## config.mk

```make
export PLATFORM = sky130hd
export DESIGN_NAME = cordic_linear_iter
export DESIGN_NICKNAME = d
export VERILOG_FILES = /design/src/rtl/cordic_linear_iter.sv
export SDC_FILE = /design/constraint.sdc
export NUM_CORES = 1
export LEC_CHECK = 0
export CORE_UTILIZATION = 49
export DETAILED_ROUTE_END_ITERATION = 6
export HOLD_SLACK_MARGIN = 0.08
export PLACE_DENSITY_LB_ADDON = 0.12
export SLEW_MARGIN = 5
export SYNTH_ARGS = -nofsm -noshare
export SYNTH_HDL_FRONTEND = slang
export SYNTH_SLANG_ARGS = --single-unit
```

## constraint.sdc

```tcl
create_clock -name clk -period 4.25 [get_ports clk]
set_input_delay 0.6375 -clock clk [delete_from_list [all_inputs] [get_ports clk]]
set_output_delay 0.6375 -clock clk [all_outputs]
set_load 0.01 [all_outputs]
```

## src/rtl/cordic_linear_iter.sv

```systemverilog
// Iterative linear-mode CORDIC: rotation computes y0 + x0*z0, vectoring computes z0 + y0/x0.
// One micro-rotation per clock; results stay in the working registers until the next start.
module cordic_linear_iter #(
    parameter int WIDTH = 17,
    parameter int ITER  = 16,
    parameter int FRAC  = 14
) (
    input  logic                    clk,
    input  logic                    rst,
    input  logic                    start,
    input  logic                    mode,
    input  logic signed [WIDTH-1:0] x_in,
    input  logic signed [WIDTH-1:0] y_in,
    input  logic signed [WIDTH-1:0] z_in,
    output logic                    busy,
    output logic                    done,
    output logic signed [WIDTH-1:0] x_out,
    output logic signed [WIDTH-1:0] y_out,
    output logic signed [WIDTH-1:0] z_out,
    output logic                    ovf,
    output logic                    err
);

    localparam int IW = (ITER > 1) ? $clog2(ITER) : 1;
    localparam logic [WIDTH-1:0] L_ONE = WIDTH'(1) << FRAC;
    localparam logic [IW-1:0]    L_LAST = IW'(ITER - 1);

    typedef enum logic [1:0] {
        S_IDLE,
        S_RUN,
        S_DONE
    } state_t;

    state_t                  r_state;
    logic [IW-1:0]           r_iter;
    logic                    r_mode;
    logic signed [WIDTH-1:0] r_x;
    logic signed [WIDTH-1:0] r_y;
    logic signed [WIDTH-1:0] r_z;
    logic                    r_ovf;
    logic                    r_err;
    logic                    r_busy;
    logic                    r_done;

    logic signed [WIDTH-1:0] w_shx;
    logic [WIDTH-1:0]        w_step;
    logic                    w_dir_pos;
    logic [WIDTH:0]          w_y_ext;
    logic [WIDTH:0]          w_z_ext;
    logic                    w_step_ovf;

    // Sums are formed one bit wider so a wrap shows up as disagreeing top bits.
    always_comb begin
        w_shx  = r_x >>> r_iter;
        w_step = L_ONE >> r_iter;
        if (r_mode)
            w_dir_pos = (r_y[WIDTH-1] != r_x[WIDTH-1]);
        else
            w_dir_pos = ~r_z[WIDTH-1];
        if (w_dir_pos) begin
            w_y_ext = {r_y[WIDTH-1], r_y} + {w_shx[WIDTH-1], w_shx};
            w_z_ext = {r_z[WIDTH-1], r_z} - {1'b0, w_step};
        end else begin
            w_y_ext = {r_y[WIDTH-1], r_y} - {w_shx[WIDTH-1], w_shx};
            w_z_ext = {r_z[WIDTH-1], r_z} + {1'b0, w_step};
        end
        w_step_ovf = (w_y_ext[WIDTH] ^ w_y_ext[WIDTH-1]) |
                     (w_z_ext[WIDTH] ^ w_z_ext[WIDTH-1]);
    end

    always_ff @(posedge clk or posedge rst) begin
        if (rst) begin
            r_state <= S_IDLE;
            r_iter  <= '0;
            r_mode  <= 1'b0;
            r_x     <= '0;
            r_y     <= '0;
            r_z     <= '0;
            r_ovf   <= 1'b0;
            r_err   <= 1'b0;
            r_busy  <= 1'b0;
            r_done  <= 1'b0;
        end else begin
            case (r_state)
                S_IDLE, S_DONE: begin
                    r_done <= 1'b0;
                    if (start) begin
                        r_state <= S_RUN;
                        r_busy  <= 1'b1;
                        r_iter  <= '0;
                        r_mode  <= mode;
                        r_x     <= x_in;
                        r_y     <= y_in;
                        r_z     <= z_in;
                        r_ovf   <= 1'b0;
                        r_err   <= mode && (x_in == '0);
                    end else begin
                        r_state <= S_IDLE;
                        r_busy  <= 1'b0;
                    end
                end
                S_RUN: begin
                    r_y   <= signed'(w_y_ext[WIDTH-1:0]);
                    r_z   <= signed'(w_z_ext[WIDTH-1:0]);
                    r_ovf <= r_ovf | w_step_ovf;
                    if (r_iter == L_LAST) begin
                        r_state <= S_DONE;
                        r_busy  <= 1'b0;
                        r_done  <= 1'b1;
                        r_iter  <= '0;
                    end else begin
                        r_iter <= r_iter + IW'(1);
                    end
                end
                default: begin
                    r_state <= S_IDLE;
                    r_busy  <= 1'b0;
                    r_done  <= 1'b0;
                end
            endcase
        end
    end

    assign busy  = r_busy;
    assign done  = r_done;
    assign x_out = r_x;
    assign y_out = r_y;
    assign z_out = r_z;
    assign ovf   = r_ovf;
    assign err   = r_err;

endmodule

```

==> results.md, run 1 <==
* Status: complete, but fails checks
* Failing checks: DRC, setup timing
* Seq/Total Area, Yosys at 25.31%
* Most frequent cell after synthesis: nand2_1
* Largest net degree at the start of global routing at 32
* CTS Buf Count at 9
* Cts hold-fix bufs at 0
* Post-synth top area share at 25.31%
* CP endpoint kind: register
* Kind of critical path: reg2reg
* Worst-path maximum fanout at 12
* Area contributors post-synth: dfrtp_1 (25%), ha_1 (8.9%), nand2_1 (8.8%)
* CTS tree: done
* Clock sinks at 60
* Relative slew slack at 35.65%
* R2R depth at 19
* Maxcap violations at 0
* Die Ht at 112.0 µm
* RSZ-0062 raised after global routing: yes
* Mapped Nets at 836
* Final non-filler cell total at 1,105
* Nets at 1,056
* ANT cells at 0
* Total congestion overflow at 0
* CTS Buffer Depth at 2
* Vias in the first global route at 6,051
* Placed cell count at 1,080
* Post-synth ARST share at 100.0%
* WL final at 18,430 µm
* Routed Antenna Nets at 0
* Worst-margin pin slew at 0.9642 ns
* Netlist cell types at 72
* Clock Latency Late Sink at 0.35 ns
* Starting Density at 51.08%
* Required time worst endpoint at 4.51 ns
* Clock transition at the registers of the reported paths at 0.06 ns
* All-Layer GR Usage at 29.64%
* Root buf cell: clkbuf_16
* Core Util, Final at 73.99%
* Routed length per placed instance at 16.68 µm
* Ratio of final minimum period to clock period at 105.7%
* Vias at 6,322
* Worst Path Arrival at 4.75 ns
* Site Rows at 39
* Max Fclk at 222.6 MHz
* Reg2reg setup slack at -0.24 ns
* Via density at 5.721
* Die extent in x at 112.0 µm
* Top FF cell, synth: dfrtp_1
* Post-synth EDFFs at 0
* Hold Path Class: reg2reg
* Core ar. at 0.01161 mm²
* Gpl congestion at 0.9005
* Hold depth at 2
* Synth Instances at 737
* IO Pins at 110
* Setup WS post-layout at -0.2414 ns
* Placed cell area at 0.008068 mm²
* Startpoint types: register
* Average size of a mapped cell at 8.049 µm²
* Detailed Place HPWL at 14,100 µm
* Buffers on Ports at 109
* Final instance area at 0.008593 mm²
* Remaining routing DRC violations at 4
* Hold Violations, Final at 0
* Post-synth top cells: nand2_1 (139), dfrtp_1 (60), nor2_1 (56)
* Initial DRC Count at 478
* Count of final setup violators at 2
* Yosys warns at 0
* Synth Cell Area at 0.005932 mm²
* Seq cells post-synth at 60
* Initial antenna violation count at 0
* Yosys top cell by area: dfrtp_1
* First-pass GRT wire length at 29,730 µm
* Pre-CTS WS at -0.2201 ns
* Clock Skew at 0.008013 ns
* Die area at 0.01255 mm²
* Max-slew violations at 0
* Tmin final at 4.491 ns
* Drt pass-1 iters at 7
* Layout area overhead at 44.86%
* Filler Cell Count at 903
* Share of layout cells above drive strength 1 at 23.28%
* H-tree depth at 3
worst paths after layout:
path,start,to
worst max-delay path,r_iter[2],ovf
worst min-delay path,err,err
worst max register to register,r_iter[2],ovf
worst min register to register,err,err
max in group asynchronous,rst,r_iter[0]
min in group asynchronous,rst,z_out[15]
through the flow:
| step | hold WS [ns] | TNS (ns) |
|---|---|---|
| 3_3_place_gp | 0.4728 | -0.1224 |
| 5_1_grt | 0.5207 | -1.005 |
| 2_1_floorplan | 0.4983 | -0.05326 |
| 6_report | 0.4920 | -0.2600 |
| 4_1_cts | 0.4979 | -0.1712 |
| 3_5_place_dp | 0.4801 | -0.2510 |
registers in the layout, summed over array words and instances, names as in the netlist:
signal	flops
x_out	17
y_out	17
z_out	17
r_iter	4
r_state	2
err	1
ovf	1
r_mode	1
layout make-up:
class                      count  area (µm²)  share of cell area (%)
clock buffer                   9       225.2                   2.621
clock inverter                 7       67.56                  0.7863
inverter                      24       90.09                   1.048
multi-input combinational    609        4299                   50.03
sequential                    60        1503                   17.49
tap                          143       178.9                   2.082
timing repair buffer         253        2230                   25.95
worst max-delay path, stage by stage (launching register included):
cell	delay [ns]
dfrtp_1	0.41
buf_12	0.16
mux2_4	0.30
mux4_2	0.52
nor3_4	0.20
a21o_4	0.11
nor3b_4	0.20
a31oi_2	0.12
xnor2_1	0.16
nor2_1	0.06
a31oi_1	0.18
ha_1	0.27
and2_4	0.16
a221oi_4	0.26
a21oi_2	0.11
o31ai_2	0.27
xor2_1	0.23
xnor3_1	0.28
mux2_4	0.32
o211ai_2	0.07
what timing repair did:
action | 4_1_cts | 5_1_grt
cloned | 0 | 1
pin swaps | 4 | 16
buffers inserted | 3 | 5
endpoints found under the setup margin | 2 | 10
gates resized for setup | 10 | 21
layout by cell type (no fill, tap or decap), types with 17 or more instances in the layout:
cell type,n
buf_4,138
a31oi_1,17
inv_1,21
nor2_1,53
nand2_1,139
clkdlybuf4s50_1,109
a22oi_1,17
a21oi_1,47
xnor2_1,32
dfrtp_1,59
o21ai_0,40
ha_1,39
logic make-up after synthesis:
family,after synthesis,synth area share [%]
and+or+nand+nor,274,20.84
AOI/OAI and AO/OA,209,22.82
buffers and inverters,68,5.020
DFF,60,25.31
xor gates and xnor gates,48,7.319
adders and majority gates,44,9.534
muxes,34,9.154
metal layers:
layer | track usage, % | up-vias | routed length (µm)
met3 | 3.780 | 27 | 981
met1 | 40.65 | 2986 | 8486
li1 | - | 3105 | -
met2 | 47.83 | 204 | 8589
met4 | 11.47 | 0 | 374
met5 | 0 | - | 0
Power of run 1 is not shown: default switching activity piles up to over one toggle a cycle in this logic, so the estimate is an artifact.
==> run 2: changes to the inputs <==
--- a/config.mk
+++ b/config.mk
@@ -5,10 +5,11 @@
 export SDC_FILE = /design/constraint.sdc
 export NUM_CORES = 1
 export LEC_CHECK = 0
-export CORE_UTILIZATION = 49
+export CORE_UTILIZATION = 50
 export DETAILED_ROUTE_END_ITERATION = 6
 export HOLD_SLACK_MARGIN = 0.08
 export PLACE_DENSITY_LB_ADDON = 0.12
+export SKIP_CTS_REPAIR_TIMING = 1
 export SLEW_MARGIN = 5
 export SYNTH_ARGS = -nofsm -noshare
 export SYNTH_HDL_FRONTEND = slang
==> constraint.sdc (replaced) <==
create_clock -name clk -period 5.4 [get_ports clk]
set_input_delay 0.81 -clock clk [delete_from_list [all_inputs] [get_ports clk]]
set_output_delay 0.81 -clock clk [all_outputs]
set_load 0.01 [all_outputs]
==> run 2 against run 1 <==
Compared with the run above:
- the run now ends clean
- final cell count fell by 11%
- sequential cell count did not move
- wire length fell by 8.5%
- worst hold slack improved by 0.030 ns
- sequential share of layout area rose by 2.7 points
- highest routed layer unchanged
==> results.md, run 2 (same netlist as run 1, synthesis figures left out) <==
* Status: complete, no violations
* CTS tree: done
* Worst-margin pin slew at 0.9838 ns
* Most common cell after layout, fill and taps aside: nand2_1
* Required time worst endpoint at 5.66 ns
* Clock sinks at 60
* Clock Skew at 0.006176 ns
* Initial DRC Count at 470
* Total congestion overflow at 0
* IO Pins at 110
* Hold Crit Endpoint: z_out[3]
* Die Ht at 110.9 µm
* Multi-input logic area at 0.004154 mm²
* Clock Latency Late Sink at 0.34 ns
* Hold Violations, Final at 0
* Top cell by count, worst path: a31oi_1
* Detailed Place HPWL at 12,540 µm
* Most frequent cells in the layout: nand2_1 (139), clkdlybuf4s50_1 (109), dfrtp_1 (58)
* Starting Density at 51.73%
* CP endpoint kind: register
* Nets at 931
* Remaining routing DRC violations at 0
* Critical-path cell list: buf_4 > mux2i_1 > mux4_2 > and2_4 > a21o_4 > nor3b_4 > a31oi_1 > xnor2_1 > nor2_1 > a31oi_1 > ha_1 > and2_1 > a221oi_1 > a21oi_1 > o31ai_1 > xor2_1 > xnor3_1 > mux2_4 > o211ai_2
* Routed Antenna Nets at 0
* Filler Cell Count at 1,035
* FF-to-FF End: ovf
* CTS Buffer Depth at 2
* Worst flop-to-flop path startpoint: r_iter[2]
* Startpoint types: register
* Count of final setup violators at 0
* Hold Path Class: reg2reg
* First-pass GRT wire length at 28,110 µm
* Via density at 5.949
* ANT cells at 0
* Hold path startpoint: z_out[3]
* Routed length per placed instance at 17.21 µm
* Initial antenna violation count at 0
* Vias at 5,830
* Share of layout cells above drive strength 1 at 8.483%
* Slowest stage delay, CP at 0.56 ns
* Max Fclk at 197.1 MHz
* Relative slew slack at 34.34%
* Setup TNS at 0 ns
* Pre-CTS WS at 0.04916 ns
* Setup WS post-layout at 0.3272 ns
* R2R depth at 19
* Drt pass-1 iters at 5
* Hold depth at 2
* Root buf cell: clkbuf_16
* Die area at 0.01230 mm²
* Ratio of final minimum period to clock period at 93.94%
* Max-slew violations at 0
* Tmin final at 5.073 ns
* Largest net degree at the start of global routing at 61
* Worst-path maximum fanout at 8
* Maxcap violations at 0
* CTS Buf Count at 9
* H-tree depth at 3
* Kind of critical path: reg2reg
* WL final at 16,860 µm
* Buffers on Ports at 109
* Clock transition at the registers of the reported paths at 0.05 ns
* Layout area overhead at 25.52%
* Site Rows at 39
* FF/Latch Area at 0.001506 mm²
* Vias in the first global route at 5,566
* Gpl congestion at 0.8933
* Final hold slack at 0.5223 ns
* Reg2reg setup slack at 0.33 ns
* Die extent in x at 110.9 µm
* Worst path slowest cell: mux4_2
* All-Layer GR Usage at 28.03%
* Core ar. at 0.01147 mm²
* Worst Path Arrival at 5.33 ns
* RSZ-0062 raised after global routing: no
## run 2: worst max-delay path: cells and delay by family, from the launching register on
kind | cells | cell delay (ns)
AND/OR/NAND/NOR | 4 | 0.60
AO/OA/AOI/OAI | 7 | 1.51
buffers and inverters | 1 | 0.24
flip-flops | 1 | 0.51
XOR/XNOR | 3 | 0.82
adder cells (fa/ha/maj) | 1 | 0.31
multiplexers | 3 | 1.00
## run 2: how the worst max path moves through the flow
stage               from  endpoint
3_5_place_dp   r_iter[0]       ovf
6_report       r_iter[2]       ovf
3_3_place_gp   r_iter[0]       ovf
5_1_grt        r_iter[2]       ovf
2_1_floorplan  r_iter[0]       ovf
4_1_cts        r_iter[0]       ovf
## run 2: metrics by stage
stage | utilization, % | instances | area, µm²
after detailed placement | 62.36 | 964 | 7151
final | 64.93 | 980 | 7446
after floorplan | - | 737 | 5932
after global routing | 64.93 | 980 | 7446
after CTS | 64.82 | 980 | 7433
after global placement | 62.36 | 964 | 7151
## run 2: metal layers
layer	up-vias	GRT usage [%]	share of wire (%)
met5	-	0	0
met4	0	8.178	1.4
met3	22	3.773	5.3
met2	200	45.05	46
met1	2763	39.31	47
li1	2845	-	-
## run 2: layout make-up
class | instances | area share (%)
Clock buffer | 15 | 3.730
Timing Repair Buffer | 128 | 16.57
Multi-Input combinational cell | 609 | 55.79
Sequential cell | 60 | 20.23
Clock inverter | 1 | 0.06722
Inverter | 24 | 1.210
Tap cell | 143 | 2.403
Power of run 2 is left out for the same reason.
==> run 3: changes to the inputs <==
==> constraint.sdc (replaced) <==
create_clock -name clk -period 5.4 [get_ports clk]
set_input_delay 0.81 -clock clk [delete_from_list [all_inputs] [get_ports clk]]
set_output_delay 0.81 -clock clk [all_outputs]
set_load 0.05 [all_outputs]
==> results of run 3 <==
Final layout, timing and power as in run 2 (identical DEF).
Power of run 3 is left out for the same reason.
